## src/rtl/ring_sequence_monitor.sv

```systemverilog
// ring_sequence_monitor
// Run-time integrity checker for a one-hot ring counter. Registers the ring
// state twice, checks that every sample is one-hot and one position further
// toward the MSB than the previous sample (MSB wraps to bit 0), and reports
// lock/fault status, the current phase, a per-rotation wrap pulse, a rotation
// count and a saturating count of lock-loss events.
module ring_sequence_monitor #(
    parameter int WIDTH    = 4,
    parameter int ROT_W    = 8,
    parameter int ERR_W    = 4,
    parameter int LOCK_CNT = 2
) (
    input  logic                     clk,
    input  logic                     rst,
    input  logic [WIDTH-1:0]         q,
    input  logic                     clr,
    output logic                     locked,
    output logic                     fault,
    output logic [$clog2(WIDTH)-1:0] phase,
    output logic                     wrap,
    output logic [ROT_W-1:0]         rotations,
    output logic [ERR_W-1:0]         err_count
);

    localparam int PW = $clog2(WIDTH);
    localparam int GW = $clog2(LOCK_CNT + 1);

    typedef enum logic [1:0] {
        SYNC   = 2'd0,
        LOCKED = 2'd1,
        FAULT  = 2'd2
    } state_t;

    state_t           state;
    state_t           state_next;
    logic [GW-1:0]    good_cnt;
    logic [GW-1:0]    good_next;
    logic [WIDTH-1:0] q_r;
    logic [WIDTH-1:0] q_rr;
    logic             step_ok;
    logic             wrap_cond;
    logic [PW-1:0]    hot_idx;

    function automatic logic is_onehot(input logic [WIDTH-1:0] v);
        return (v != '0) && ((v & (v - WIDTH'(1))) == '0);
    endfunction

    // A step is valid when both samples are one-hot and the newer one is the
    // older one rotated left by a single position.
    assign step_ok = is_onehot(q_r) && is_onehot(q_rr) &&
                     (q_r == {q_rr[WIDTH-2:0], q_rr[WIDTH-1]});

    // A rotation completes on a valid MSB -> bit 0 step observed while locked.
    assign wrap_cond = (state == LOCKED) && step_ok && q_rr[WIDTH-1] && q_r[0];

    // Two-deep sample pipeline of the ring state.
    always_ff @(posedge clk or negedge rst) begin
        // NOTE: every register is written with <= so that all flops update
        // from pre-edge values; blocking assignments here would let q_rr
        // pick up the new q_r in the same edge.
        if (!rst) begin
            q_r  <= '0;
            q_rr <= '0;
        end else begin
            q_r  <= q;
            q_rr <= q_r;
        end
    end

    // FSM state register and consecutive-good-step counter.
    always_ff @(posedge clk or negedge rst) begin
        if (!rst) begin
            state    <= SYNC;
            good_cnt <= '0;
        end else begin
            state    <= state_next;
            good_cnt <= good_next;
        end
    end

    // Next-state logic; clr overrides every other transition.
    always_comb begin
        // NOTE: defaults first so every path assigns both outputs and no
        // latch is inferred.
        state_next = state;
        good_next  = good_cnt;
        if (clr) begin
            state_next = SYNC;
            good_next  = '0;
        end else begin
            case (state)
                SYNC: begin
                    if (!step_ok) begin
                        good_next = '0;
                    end else if (good_cnt == GW'(LOCK_CNT - 1)) begin
                        state_next = LOCKED;
                        good_next  = '0;
                    end else begin
                        good_next = good_cnt + GW'(1);
                    end
                end
                LOCKED: begin
                    if (!step_ok) begin
                        state_next = FAULT;
                    end
                end
                FAULT: begin
                    state_next = FAULT;
                end
                default: begin
                    state_next = SYNC;
                    good_next  = '0;
                end
            endcase
        end
    end

    // Status flags decode directly from the registered state.
    always_comb begin
        locked = (state == LOCKED);
        fault  = (state == FAULT);
    end

    // Binary index of the hot bit in the newest sample.
    always_comb begin
        hot_idx = '0;
        for (int i = 0; i < WIDTH; i++) begin
            if (q_r[i]) begin
                hot_idx = PW'(i);
            end
        end
    end

    // Registered phase, wrap pulse, rotation counter and saturating fault counter.
    always_ff @(posedge clk or negedge rst) begin
        if (!rst) begin
            phase     <= '0;
            wrap      <= 1'b0;
            rotations <= '0;
            err_count <= '0;
        end else begin
            phase <= (state_next == LOCKED) ? hot_idx : '0;
            wrap  <= wrap_cond;
            if (wrap_cond) begin
                rotations <= rotations + ROT_W'(1);
            end
            if ((state == LOCKED) && (state_next == FAULT) && (err_count != '1)) begin
                err_count <= err_count + ERR_W'(1);
            end
        end
    end

endmodule

```

## config.mk

```make
export PLATFORM = sky130hd
export DESIGN_NAME = ring_sequence_monitor
export DESIGN_NICKNAME = d
export VERILOG_FILES = /design/src/rtl/ring_sequence_monitor.sv
export SDC_FILE = /design/constraint.sdc
export NUM_CORES = 1
export LEC_CHECK = 0
export ABC_AREA = 0
export BUFFER_PORTS_ARGS = -buffer_cell sky130_fd_sc_hd__clkbuf_2
export CAP_MARGIN = 15
export CORE_ASPECT_RATIO = 2
export CORE_UTILIZATION = 48
export DETAILED_ROUTE_END_ITERATION = 16
export GPL_TIMING_DRIVEN = 0
export PLACE_DENSITY = 0.83
export SLEW_MARGIN = 15
export SYNTH_ARGS = -nofsm -noshare
export SYNTH_HDL_FRONTEND = slang
export SYNTH_SLANG_ARGS = --single-unit
export TNS_END_PERCENT = 10
```

## constraint.sdc

```tcl
create_clock -name clk -period 2.2 [get_ports clk]
set_clock_uncertainty 0.2 [all_clocks]
set_input_delay 0.11 -clock clk [delete_from_list [all_inputs] [get_ports clk]]
set_output_delay 0.11 -clock clk [all_outputs]
set_load 0.1 [all_outputs]
```

## Yosys cells after proc, flatten, opt, wreduce, memory -nomap -nowiden

Cells that the tools add are included.
W data, S select, Z words.

- Logic and storage cells: 51
- Output and inout port bits: 17
- Register bits after elaboration: 27

- Multiplexer cells: 13
- Add/subtract/negate cells: 5
- Bitwise gates (word level): 2
- Reduce and logical (&&, ||, !) cells: 15
- Eq/ne operators: 8

Operators by type and width:

| kind | number |
|---|---|
| $mux W2 | 10 |
| $logic_and A1 B1 Y1 | 9 |
| $add A8 B1 Y8 const B | 1 |
| $and A4 B4 Y4 | 2 |
| $logic_not A4 Y1 | 2 |
| $reduce_bool A4 Y1 | 2 |
| $sub A4 B1 Y4 const B | 2 |
| $eq A2 B1 Y1 const B | 3 |
| $pmux W2 S3 | 1 |
| $add A4 B1 Y4 const B | 1 |
| $eq A2 B2 Y1 const B | 2 |
| $eq A4 B4 Y1 | 1 |
| $ne A4 B4 Y1 const B | 1 |
| $pmux W2 S2 | 1 |
| $add A2 B1 Y2 const B | 1 |
| $logic_not A2 Y1 | 1 |
| $ne A2 B1 Y1 const B | 1 |
| $reduce_or A2 Y1 | 1 |
| $mux W1 | 1 |

## Longest topological paths before layout

Gate-level depths: netlist (run 1).

- Depth in word-level cells: 12
- Mapped depth: 8
- Depth with buffers taken out: 8

## Least setup slack after synthesis (run 1)

OpenSTA, ideal clock, no wires.

- Path kind: reg-to-reg
- Start point: reg state[1]
- End point: reg err_count[1]
- Library setup time: 0.128 ns
- Required time: 1.872 ns
- Period minus slack after synthesis: 2.598 ns
- Path buffers: 0
- Cell stages (with the launch flop): 8
- Data arrival time: 2.270 ns
- Slack: -0.398 ns
- Cell sequence: dfrtp_1 -> inv_1 -> ha_1 -> nand2_1 -> o21ai_0 -> a31oi_1 -> o311ai_4 -> mux2_1

RTL lines:

| what | RTL line | source |
|---|---|---|
| start, declared | 34 | `state_t state;` |
| start signal, assigned | 76 | `state <= state_next;` |
| $eq A2 B1 Y1 * | - |  |
| via locked | 17 | `output logic locked,` |
| $pmux W2 S3 | 91 | `case (state)` |
| $mux W2 | 87 | `if (clr) begin` |
| $eq A2 B2 Y1 | 147 | `if ((state == LOCKED) && (state_next == FAULT) && (err_count != '1)) begin` |
| $logic_and A1 B1 Y1 * (2 in a row) | 147 |  |
| end signal, assigned | 148 | `err_count <= err_count + ERR_W'(1);` |
| end, declared | 22 | `output logic [ERR_W-1:0] err_count` |

The timed path passes the listed nets; every way through them passes the cells marked *.
A chain may end at the register's enable or synchronous reset.

## Worst setup path in the final report (run 1)

- Start point: reg q_rr[3]
- End point: reg err_count[1]

- Cells in the longest elaborated chain, start to end: 12

RTL lines:

| what | RTL line | source |
|---|---|---|
| start, declared | 39 | `logic [WIDTH-1:0] q_rr;` |
| start signal, assigned | 66 | `q_rr <= q_r;` |
| $sub A4 B1 Y4 | 45 | `return (v != '0) && ((v & (v - WIDTH'(1))) == '0);` |
| $and A4 B4 Y4 | 45 |  |
| $logic_not A4 Y1 | 45 |  |
| $logic_and A1 B1 Y1 | 45 |  |
| $logic_and A1 B1 Y1 | 50 | `assign step_ok = is_onehot(q_r) && is_onehot(q_rr) &&` |
| $logic_and A1 B1 Y1 * | 50 |  |
| $mux W2 (on tied branches) | 103, 93 |  |
| $pmux W2 S3 * | 91 |  |
| $mux W2 * | 87 |  |
| $eq A2 B2 Y1 * | 147 |  |
| $logic_and A1 B1 Y1 * (2 in a row) | 147 |  |

Mark *: on every way between the ends. The rest lies on a longest branch, timed or not.

==> metrics.cfg, run 1 <==
[place]
portBuffers=23
hpwl_um=1720
routabilityCongestion=0.873
dp.cells=159

[timing]
period_share_pct=112
slew_violations=0
setup_viol=16
setup_tns_ps=-1870
max_clock_freq_mhz=407
hold_viol=0
final.setup.worst_slack_ps=-260
rsz0062_at_grt=yes
worst_slew_pin_slew_ps=649
whs_ps=185
slew-limit-headroom_pct=56.7
period_minus_slack_ps=2460

[detailed_routing]
post_drt_wl_per_cell_um=15.1
dr.pass1.iters=4
routed_wl_um=2720
vias_per_cell=5.39
route.detailed.drc=0
ant_nets=0
drt_iter0_drc=11
vias=970

[cts]
clk_pin_slew_ps=90
clock_path_buffers=2
root_buffer=clkbuf_8
cts_tree=done
cts_buffers=3
cts-htree-levels=1
clk_latency_ps=270
cts_sinks=27

[grt]
grt_usage_pct=22.1
overflow=0
grt_pass1_vias=1010
grt_max_degree=28
grt_pass1_wl_um=4490
antenna_found_initial=0

[final_layout]
drive_above_1_share_pct=39.5
antennaDiodeCount=0
fin_nets=166
area_growth_pct=33.2
stdcell_count=180
final_util_pct=67.5

[die]
die_y_um=75.2
row_count=26
dieArea_mm2=0.00290
initial_core_util_pct=50.7
coreArea_mm2=0.00254
die_w_um=38.6
io_pins=24

[synth]
synth_top_area_share_pct=52.5
syn_inst=108
synth.net_count=121
synth_area_leaders=dfrtp_1 (53%), ha_1 (5.8%), xnor2_1 (4.8%)
yosys.area.top_type=dfrtp_1
synth_area_mm2=0.00129
seq_area_frac_synth_pct=52.5
syn_avg_cell_area_um2=11.9
yosys_warnings=0
synth_cell_types=33
synth_seq_cells=27

[min_path]
hp-class=input port to asynchronous set/reset pin

[power]
ir_drop_mv=0.525
p_leak_nw=0.814
power_density_mw_per_mm2=504

[critical_path]
cp.arrival_ps=2420
required_ps=2160
startpoint_type=register
critical_path.max_fanout=4
worstSetupPathType=register to register
end_kind=register

[run_status]
violations=negative setup slack
status=finished, violations left

[run]
drv_cap=0

## stage by stage
step	setup slack (ps)	power, mW	cell area [µm²]
2_1_floorplan	-98.5	0.543	1320
3_3_place_gp	-188	0.562	1470
3_5_place_dp	-245	0.564	1470
4_1_cts	-225	0.864	1680
5_1_grt	-328	0.902	1710
6_report	-260	0.863	1710
## cells in the final DEF, fill, tap and decap left out, drive strengths merged, types with 4 or more instances in the layout
| cell type | count |
|---|---|
| and3 | 4 |
| nor2 | 9 |
| buf | 12 |
| nand2 | 7 |
| nor3b | 4 |
| clkbuf | 26 |
| dlygate4sd3 | 6 |
| xnor2 | 7 |
| inv | 6 |
| dfrtp | 27 |
| ha | 6 |
| a31oi | 4 |
## area by class of cell
| cell class | instances | area [µm²] |
|---|---|---|
| Buffer | 1 | 11.3 |
| Clock buffer | 3 | 41.3 |
| Clock inverter | 1 | 7.51 |
| Fill cell | 171 | 825 |
| Inverter | 6 | 22.5 |
| Multi-Input combinational cell | 74 | 659 |
| Sequential cell | 27 | 678 |
| Tap cell | 28 | 35.0 |
| Timing Repair Buffer | 40 | 258 |
## metal layers
metal  track usage (%)  share of wire, %
met3              3.83               2.8
met4              11.5               3.9
met1              25.3                36
met5                 0                 0
met2              37.8                57
## repair_timing
item                       in CTS  in global routing
gates resized for setup         5                  6
hold buffers                    6                  0
setup buffers                   9                  2
setup endpoints to repair      15                 16
hold endpoints to repair       33                  0
gates cloned                    0                  0
pin swaps                       5                  4
## power by group
part / switching [mW] / total, mW / internal (mW)
clock: 0.154 / 0.282 / 0.129
combinational: 0.0337 / 0.0660 / 0.0323
sequential: 0.0104 / 0.514 / 0.504
total: 0.198 / 0.863 / 0.665
## flip-flops by register name, summed over array words and instances, names as in the netlist
signal and cells:
err_count 4, good_cnt 2, phase 2, q_r 4
q_rr 4, rotations 8, state 2, wrap 1
## logic make-up (layout without fill, tap and decap cells)
logic type               after synthesis  count (layout)  synth area share (%)
AO/OA/AOI/OAI                         12              12                  9.73
XOR/XNOR                              10              10                  6.81
adder cells (fa/ha/maj)                6               6                  5.84
buffers and inverters                  7              51                  2.63
flip-flops                            27              27                  52.5
multiplexers                           3               3                  2.53
AND/OR/NAND/NOR                       43              43                  19.9
## Yosys cell counts
cell,instances
mux2_2,1
o41ai_4,1
nor4_1,1
buf_6,1
a31oi_1,4
nor2_1,8
a21oi_1,2
nor2b_1,2
nand4_1,3
or3_4,1
and2_1,2
and2b_2,1
nor4b_1,1
nor3b_2,1
or4_4,1
xor2_1,3
dfrtp_1,27
xnor2_1,7
mux2i_1,1
a22oi_4,1
mux2_1,1
nand4b_1,1
o21ai_0,2
o311ai_4,1
nor3b_1,3
nand3_1,3
nor2_4,1
o21ai_1,1
nor3_1,3
nand2_1,7
inv_1,6
and3_1,4
ha_1,6
## worst paths after layout
path	start	to	slack [ps]	cells past startpoint
max in group asynchronous	rst	q_r[3]	1160	2
worst min register to register	q_r[2]	q_rr[2]	220	0
min in group clk	q_r[2]	q_rr[2]	220	0
worst max register to register	q_rr[3]	err_count[1]	-260	9
worst max-delay path	q_rr[3]	err_count[1]	-260	9
worst min-delay path	rst	q_rr[1]	190	2
## critical path: stages (launching register included)
cell and delay (ps):
dfrtp_1 410, buf_4 140, buf_4 130, nor3b_1 300
o21ai_2 120, o41ai_4 60, buf_4 200, a31oi_4 100
o311ai_4 350, mux2_4 330
No activity file was read; power rests on OpenSTA's default activity.
==> inputs of run 2 (changes only) <==
--- a/config.mk
+++ b/config.mk
@@ -8,11 +8,10 @@
 export ABC_AREA = 0
 export BUFFER_PORTS_ARGS = -buffer_cell sky130_fd_sc_hd__clkbuf_2
 export CAP_MARGIN = 15
-export CORE_ASPECT_RATIO = 2
-export CORE_UTILIZATION = 48
+export CORE_UTILIZATION = 52
 export DETAILED_ROUTE_END_ITERATION = 16
 export GPL_TIMING_DRIVEN = 0
-export PLACE_DENSITY = 0.83
+export PLACE_DENSITY = 0.77
 export SLEW_MARGIN = 15
 export SYNTH_ARGS = -nofsm -noshare
 export SYNTH_HDL_FRONTEND = slang
==> constraint.sdc (replaced) <==
create_clock -name clk -period 2.7 [get_ports clk]
set_clock_uncertainty 0.2 [all_clocks]
set_input_delay 0.135 -clock clk [delete_from_list [all_inputs] [get_ports clk]]
set_output_delay 0.135 -clock clk [all_outputs]
set_load 0.1 [all_outputs]
==> run 2 against run 1 <==
  * The flow now finishes without violations
  * Sequential share of layout area is 4.6 points higher
  * Final cell count down 6.1%
  * First-iteration DRC count is 9.1% lower
  * Global-route usage fell by 2.0 points
  * Via count is 7.4% lower
  * Setup slack improved by 440 ps
  * Sequential power shrank 18%
==> metrics.cfg, run 2 (synthesis gave the netlist of run 1 again) <==
[place]
routabilityCongestion=0.862  ; -1.2%
portBuffers=23  ; unchanged
pre_cts_ws_ps=205  ; +450 ps
hpwl_um=1620  ; -5.8%

[power]
p_leak_nw=0.751  ; -7.8%
power_density_mw_per_mm2=418  ; -17%
ir_drop_mv=0.450  ; -14%

[die]
row_count=17  ; -35%
io_pins=24  ; unchanged
die_y_um=51.7  ; -31%
die_w_um=51.7  ; +34%
dieArea_mm2=0.00268  ; -7.8%
initial_core_util_pct=56.5  ; +5.8 points
coreArea_mm2=0.00228  ; -10%

[timing]
slew-limit-headroom_pct=57.3  ; +0.58 points
slew_violations=0  ; unchanged
period_share_pct=93.3  ; -19 points
rsz0062_at_grt=no
period_minus_slack_ps=2520  ; +59.2 ps
worst_slew_pin_slew_ps=640  ; -8.73 ps
final.setup.worst_slack_ps=181  ; +441 ps
setup_tns_ps=0  ; +1870 ps
max_clock_freq_mhz=397  ; -2.3%
setup_viol=0  ; -16
hold_viol=0  ; unchanged

[detailed_routing]
dr.pass1.iters=4  ; unchanged
ant_nets=0  ; unchanged
vias=898  ; -7.4%
post_drt_wl_per_cell_um=12.9  ; -14%
drt_iter0_drc=10  ; -1
vias_per_cell=5.31  ; -1.4%
routed_wl_um=2180  ; -20%
route.detailed.drc=0  ; unchanged

[final_layout]
final_common_cell=dfrtp_1
largest-register=rotations
fin_nets=155  ; -6.6%
antennaDiodeCount=0  ; unchanged
area_growth_pct=18.8
layout_common_cells=dfrtp_1 (27), clkbuf_2 (23), nor2_1 (8), nand2_1 (7), xnor2_1 (7)
drive_above_1_share_pct=26.2  ; -13 points
largest_reg_flops=8  ; unchanged
final_util_pct=67.1  ; -0.38 points

[cts]
cts_tree=done
cts_buffers=3  ; unchanged
clk_latency_ps=330  ; +60 ps
clock_path_buffers=2  ; unchanged
cts-htree-levels=1  ; unchanged
root_buffer=clkbuf_4
clk_pin_slew_ps=150  ; +60 ps
cts_sinks=27  ; unchanged

[grt]
grt_pass1_wl_um=3880  ; -13%
grt_pass1_vias=897  ; -11%
grt_max_degree=28  ; unchanged
overflow=0  ; unchanged
antenna_found_initial=0  ; unchanged
grt_usage_pct=20.1  ; -2.0 points

[critical_path]
end_kind=register
crit_start=q_r[2]
worstSetupPathType=register to register
cp.arrival_ps=2550  ; +130 ps
r2r_start=q_r[2]
startpoint_type=register
required_ps=2730  ; +570 ps
r2r_slack_ps=180  ; +440 ps
critical_path.max_fanout=9  ; +5

[run_status]
status=complete, no violations

[min_path]
hp-class=input port to asynchronous set/reset pin

[run]
drv_cap=0  ; unchanged

run 2: cell count changes in the layout (fill, tap and decap cells not counted), sizes merged:
cell	previous run	this run
buf	12	1
inv	6	7
clkinvlp	1	0
run 2: metal layers:
layer	share of wire, %	vias up	GRT usage, %
met5	0	-	0
met4	1.4	0	8.11
met3	4.1	5	6.14
met2	47	21	32.7
met1	47	431	25.0
li1	-	441	-
run 2: area by class of cell:
cell class,instances,area (µm²)
Inverter,6,22.5
Sequential cell,27,676
Clock buffer,3,22.5
Timing Repair Buffer,29,175
Tap cell,28,35.0
Multi-Input combinational cell,74,577
Clock inverter,1,8.76
Buffer,1,11.3
Fill cell,171,748
run 2: power by group:
part           switching (mW)  total, mW  internal (mW)  leakage [nW]
Combinational          0.0190     0.0371         0.0181         0.373
Sequential            0.00882      0.419          0.411         0.359
Clock                   0.122      0.182         0.0605        0.0183
run 2: metrics by stage:
step	hold WS [ps]	cell area, µm²	cells	total power, mW
6_report	128	1530	169	0.639
2_1_floorplan	-361	1290	108	0.442
5_1_grt	180	1530	169	0.669
3_5_place_dp	-2.95	1440	159	0.458
4_1_cts	143	1530	169	0.651
3_3_place_gp	-13.2	1440	159	0.457
run 2: path summary, 6_finish.rpt:
check,end,cells after the start
min in group clk,q_rr[2],0
min,q_rr[1],2
max,err_count[1],6
max reg2reg,err_count[1],6
min reg2reg,q_rr[2],0
max in group asynchronous,rotations[7],2
run 2: worst max-delay path, stage by stage (launching register included):
cell      delay, ps
dfrtp_1         420
buf_6           140
or4_4           540
a22oi_4         210
a31oi_1         180
o311ai_4        380
mux2_1          350
run 2: repair_timing:
| action | CTS | global route |
|---|---|---|
| hold endpoints to repair | 33 | 0 |
| buffers inserted | 0 | 0 |
| hold buffers | 6 | 0 |
| gates resized for setup | 0 | 0 |
==> inputs of run 3 (changes only) <==
--- a/config.mk
+++ b/config.mk
@@ -8,10 +8,12 @@
 export ABC_AREA = 0
 export BUFFER_PORTS_ARGS = -buffer_cell sky130_fd_sc_hd__clkbuf_2
 export CAP_MARGIN = 15
-export CORE_UTILIZATION = 52
+export CORE_ASPECT_RATIO = 2
+export CORE_MARGIN = 3
+export CORE_UTILIZATION = 48
 export DETAILED_ROUTE_END_ITERATION = 16
 export GPL_TIMING_DRIVEN = 0
-export PLACE_DENSITY = 0.77
+export PLACE_DENSITY = 0.75
 export SLEW_MARGIN = 15
 export SYNTH_ARGS = -nofsm -noshare
 export SYNTH_HDL_FRONTEND = slang
==> constraint.sdc (replaced) <==
create_clock -name clk -period 2.1 [get_ports clk]
set_clock_uncertainty 0.2 [all_clocks]
set_input_delay 0.105 -clock clk [delete_from_list [all_inputs] [get_ports clk]]
set_output_delay 0.105 -clock clk [all_outputs]
set_load 0.1 [all_outputs]
==> run 3 against run 2 <==
  * The run now ends with negative setup slack left
  * Sequential cell count stayed put
  * Critical path depth did not move
  * Fmax is 5.0% higher
  * Critical endpoint unchanged
==> metrics.cfg, run 3 (synthesis gave the netlist of run 1 again) <==
[timing]
rsz0062_at_grt=yes
worst_slew_pin_slew_ps=642  ; +2.10 ps
setup_viol=16  ; +16
final.setup.worst_slack_ps=-300  ; -481 ps
max_clock_freq_mhz=417  ; +5.0%
slew_violations=0  ; unchanged
period_share_pct=114  ; +21 points
slew-limit-headroom_pct=57.2  ; -0.14 points
period_minus_slack_ps=2400  ; -119 ps
hold_viol=0  ; unchanged

[cts]
clock_path_buffers=2  ; unchanged
cts_sinks=27  ; unchanged
root_buffer=clkbuf_8
cts_buffers=3  ; unchanged
clk_latency_ps=270  ; -60 ps
cts-htree-levels=1  ; unchanged
clk_pin_slew_ps=90  ; -60 ps
cts_tree=done

[die]
io_pins=24  ; unchanged
die_y_um=79.2  ; +53%
die_w_um=42.6  ; -18%
dieArea_mm2=0.00337  ; +26%
row_count=26  ; +9
coreArea_mm2=0.00257  ; +13%
initial_core_util_pct=50.0  ; -6.5 points

[detailed_routing]
drt_iter0_drc=28  ; +18
post_drt_wl_per_cell_um=15.2  ; +18%
vias_per_cell=5.42  ; +2.1%
route.detailed.drc=0  ; unchanged
dr.pass1.iters=4  ; unchanged
vias=960  ; +6.9%
ant_nets=0  ; unchanged
routed_wl_um=2690  ; +23%

[critical_path]
crit_start=q_rr[2]
r2r_start=q_rr[2]
worstSetupPathType=register to register
cp-endpoint=err_count[1]
end_kind=register
critical_path.max_fanout=4  ; -5
startpoint_type=register
required_ps=2060  ; -670 ps
r2r_slack_ps=-300  ; -480 ps
cp.arrival_ps=2360  ; -190 ps
r2r_end=err_count[1]
reg2reg_depth=6  ; unchanged

[grt]
grt_usage_pct=19.1  ; -1.1 points
grt_pass1_wl_um=4930  ; +27%
grt_max_degree=28  ; unchanged
overflow=0  ; unchanged
antenna_found_initial=0  ; unchanged
grt_pass1_vias=1070  ; +19%

[final_layout]
stdcell_count=177  ; +4.7%
largest_reg_flops=8  ; unchanged
final_common_cell=dfrtp_1
drive_above_1_share_pct=38.3  ; +12 points
num-fill-cells=224  ; +31%
fin_area_mm2=0.00170  ; +11%
final_util_pct=66.1  ; -1.1 points
layout_common_cells=dfrtp_1 (26), clkbuf_2 (23), buf_4 (8)
fin_nets=163  ; +5.2%
area_growth_pct=32.0
antennaDiodeCount=0  ; unchanged
largest-register=rotations

[place]
dp.cells=159  ; unchanged
routabilityCongestion=0.729  ; -15%
portBuffers=23  ; unchanged
hpwl_um=1850  ; +14%
place_area_mm2=0.00147  ; +2.4%
pre_cts_ws_ps=-327  ; -532 ps

[power]
p_leak_nw=0.810  ; +7.9%
power_density_mw_per_mm2=526  ; +26%
ir_drop_mv=0.332  ; -26%
total_power_mw=0.893  ; +40%

[run_status]
violations=negative setup slack
status=finished, violations left

[min_path]
hp-class=input port to asynchronous set/reset pin

[run]
drv_cap=0  ; unchanged

-- run 3: layout make-up --
cell class	instances	area, µm²	share of cell area [%]
Sequential cell	27	677	39.9
Multi-Input combinational cell	74	671	39.5
Timing Repair Buffer	37	235	13.9
Clock buffer	3	41.3	2.43
Tap cell	28	35.0	2.06
Inverter	6	22.5	1.33
Buffer	1	11.3	0.663
Clock inverter	1	5.00	0.295
-- run 3: critical path, cell delays in order (launching register included) --
cell	delay [ps]
dfrtp_1	410
nor2_2	50
or4_4	540
a22oi_4	240
a31oi_4	150
o311ai_4	360
mux2_4	330
-- run 3: metal layers --
metal	global-route usage, %	part of all wire (%)	vias up
met5	0	0	-
met4	7.79	1.3	0
li1	-	-	458
met2	35.0	59	18
met3	3.63	2.5	4
met1	20.6	37	480
-- run 3: timing repair --
item                                   4_1_cts  5_1_grt
resized for setup                            7        6
endpoints found under the hold margin       33        0
setup buffers                                7        1
setup endpoints to repair                   17       18
pin swaps                                    7        6
cloned                                       0        0
hold buffers                                 6        0
-- run 3: how the worst min path moves through the flow --
stage | start | slack, ps | endpoint
floorplan | rst | -390 | err_count[0]
global placement | rst | -50 | err_count[1]
detailed placement | rst | -30 | err_count[1]
CTS | rst | 200 | rotations[2]
global route | q_r[2] | 220 | q_rr[2]
finish | rst | 190 | err_count[1]
-- run 3: through the flow --
stage | TNS (ps) | hold WS (ps)
6_report | -2200 | 187
5_1_grt | -4000 | 224
4_1_cts | -2710 | 203
3_5_place_dp | -2530 | -34.7
3_3_place_gp | -1960 | -50.9
2_1_floorplan | -806 | -391
-- run 3: power breakdown --
part,total [mW],switching [mW],internal (mW),leakage (nW)
combinational,0.0636,0.0315,0.0320,0.427
sequential,0.541,0.0133,0.527,0.358
clock,0.289,0.156,0.133,0.0255
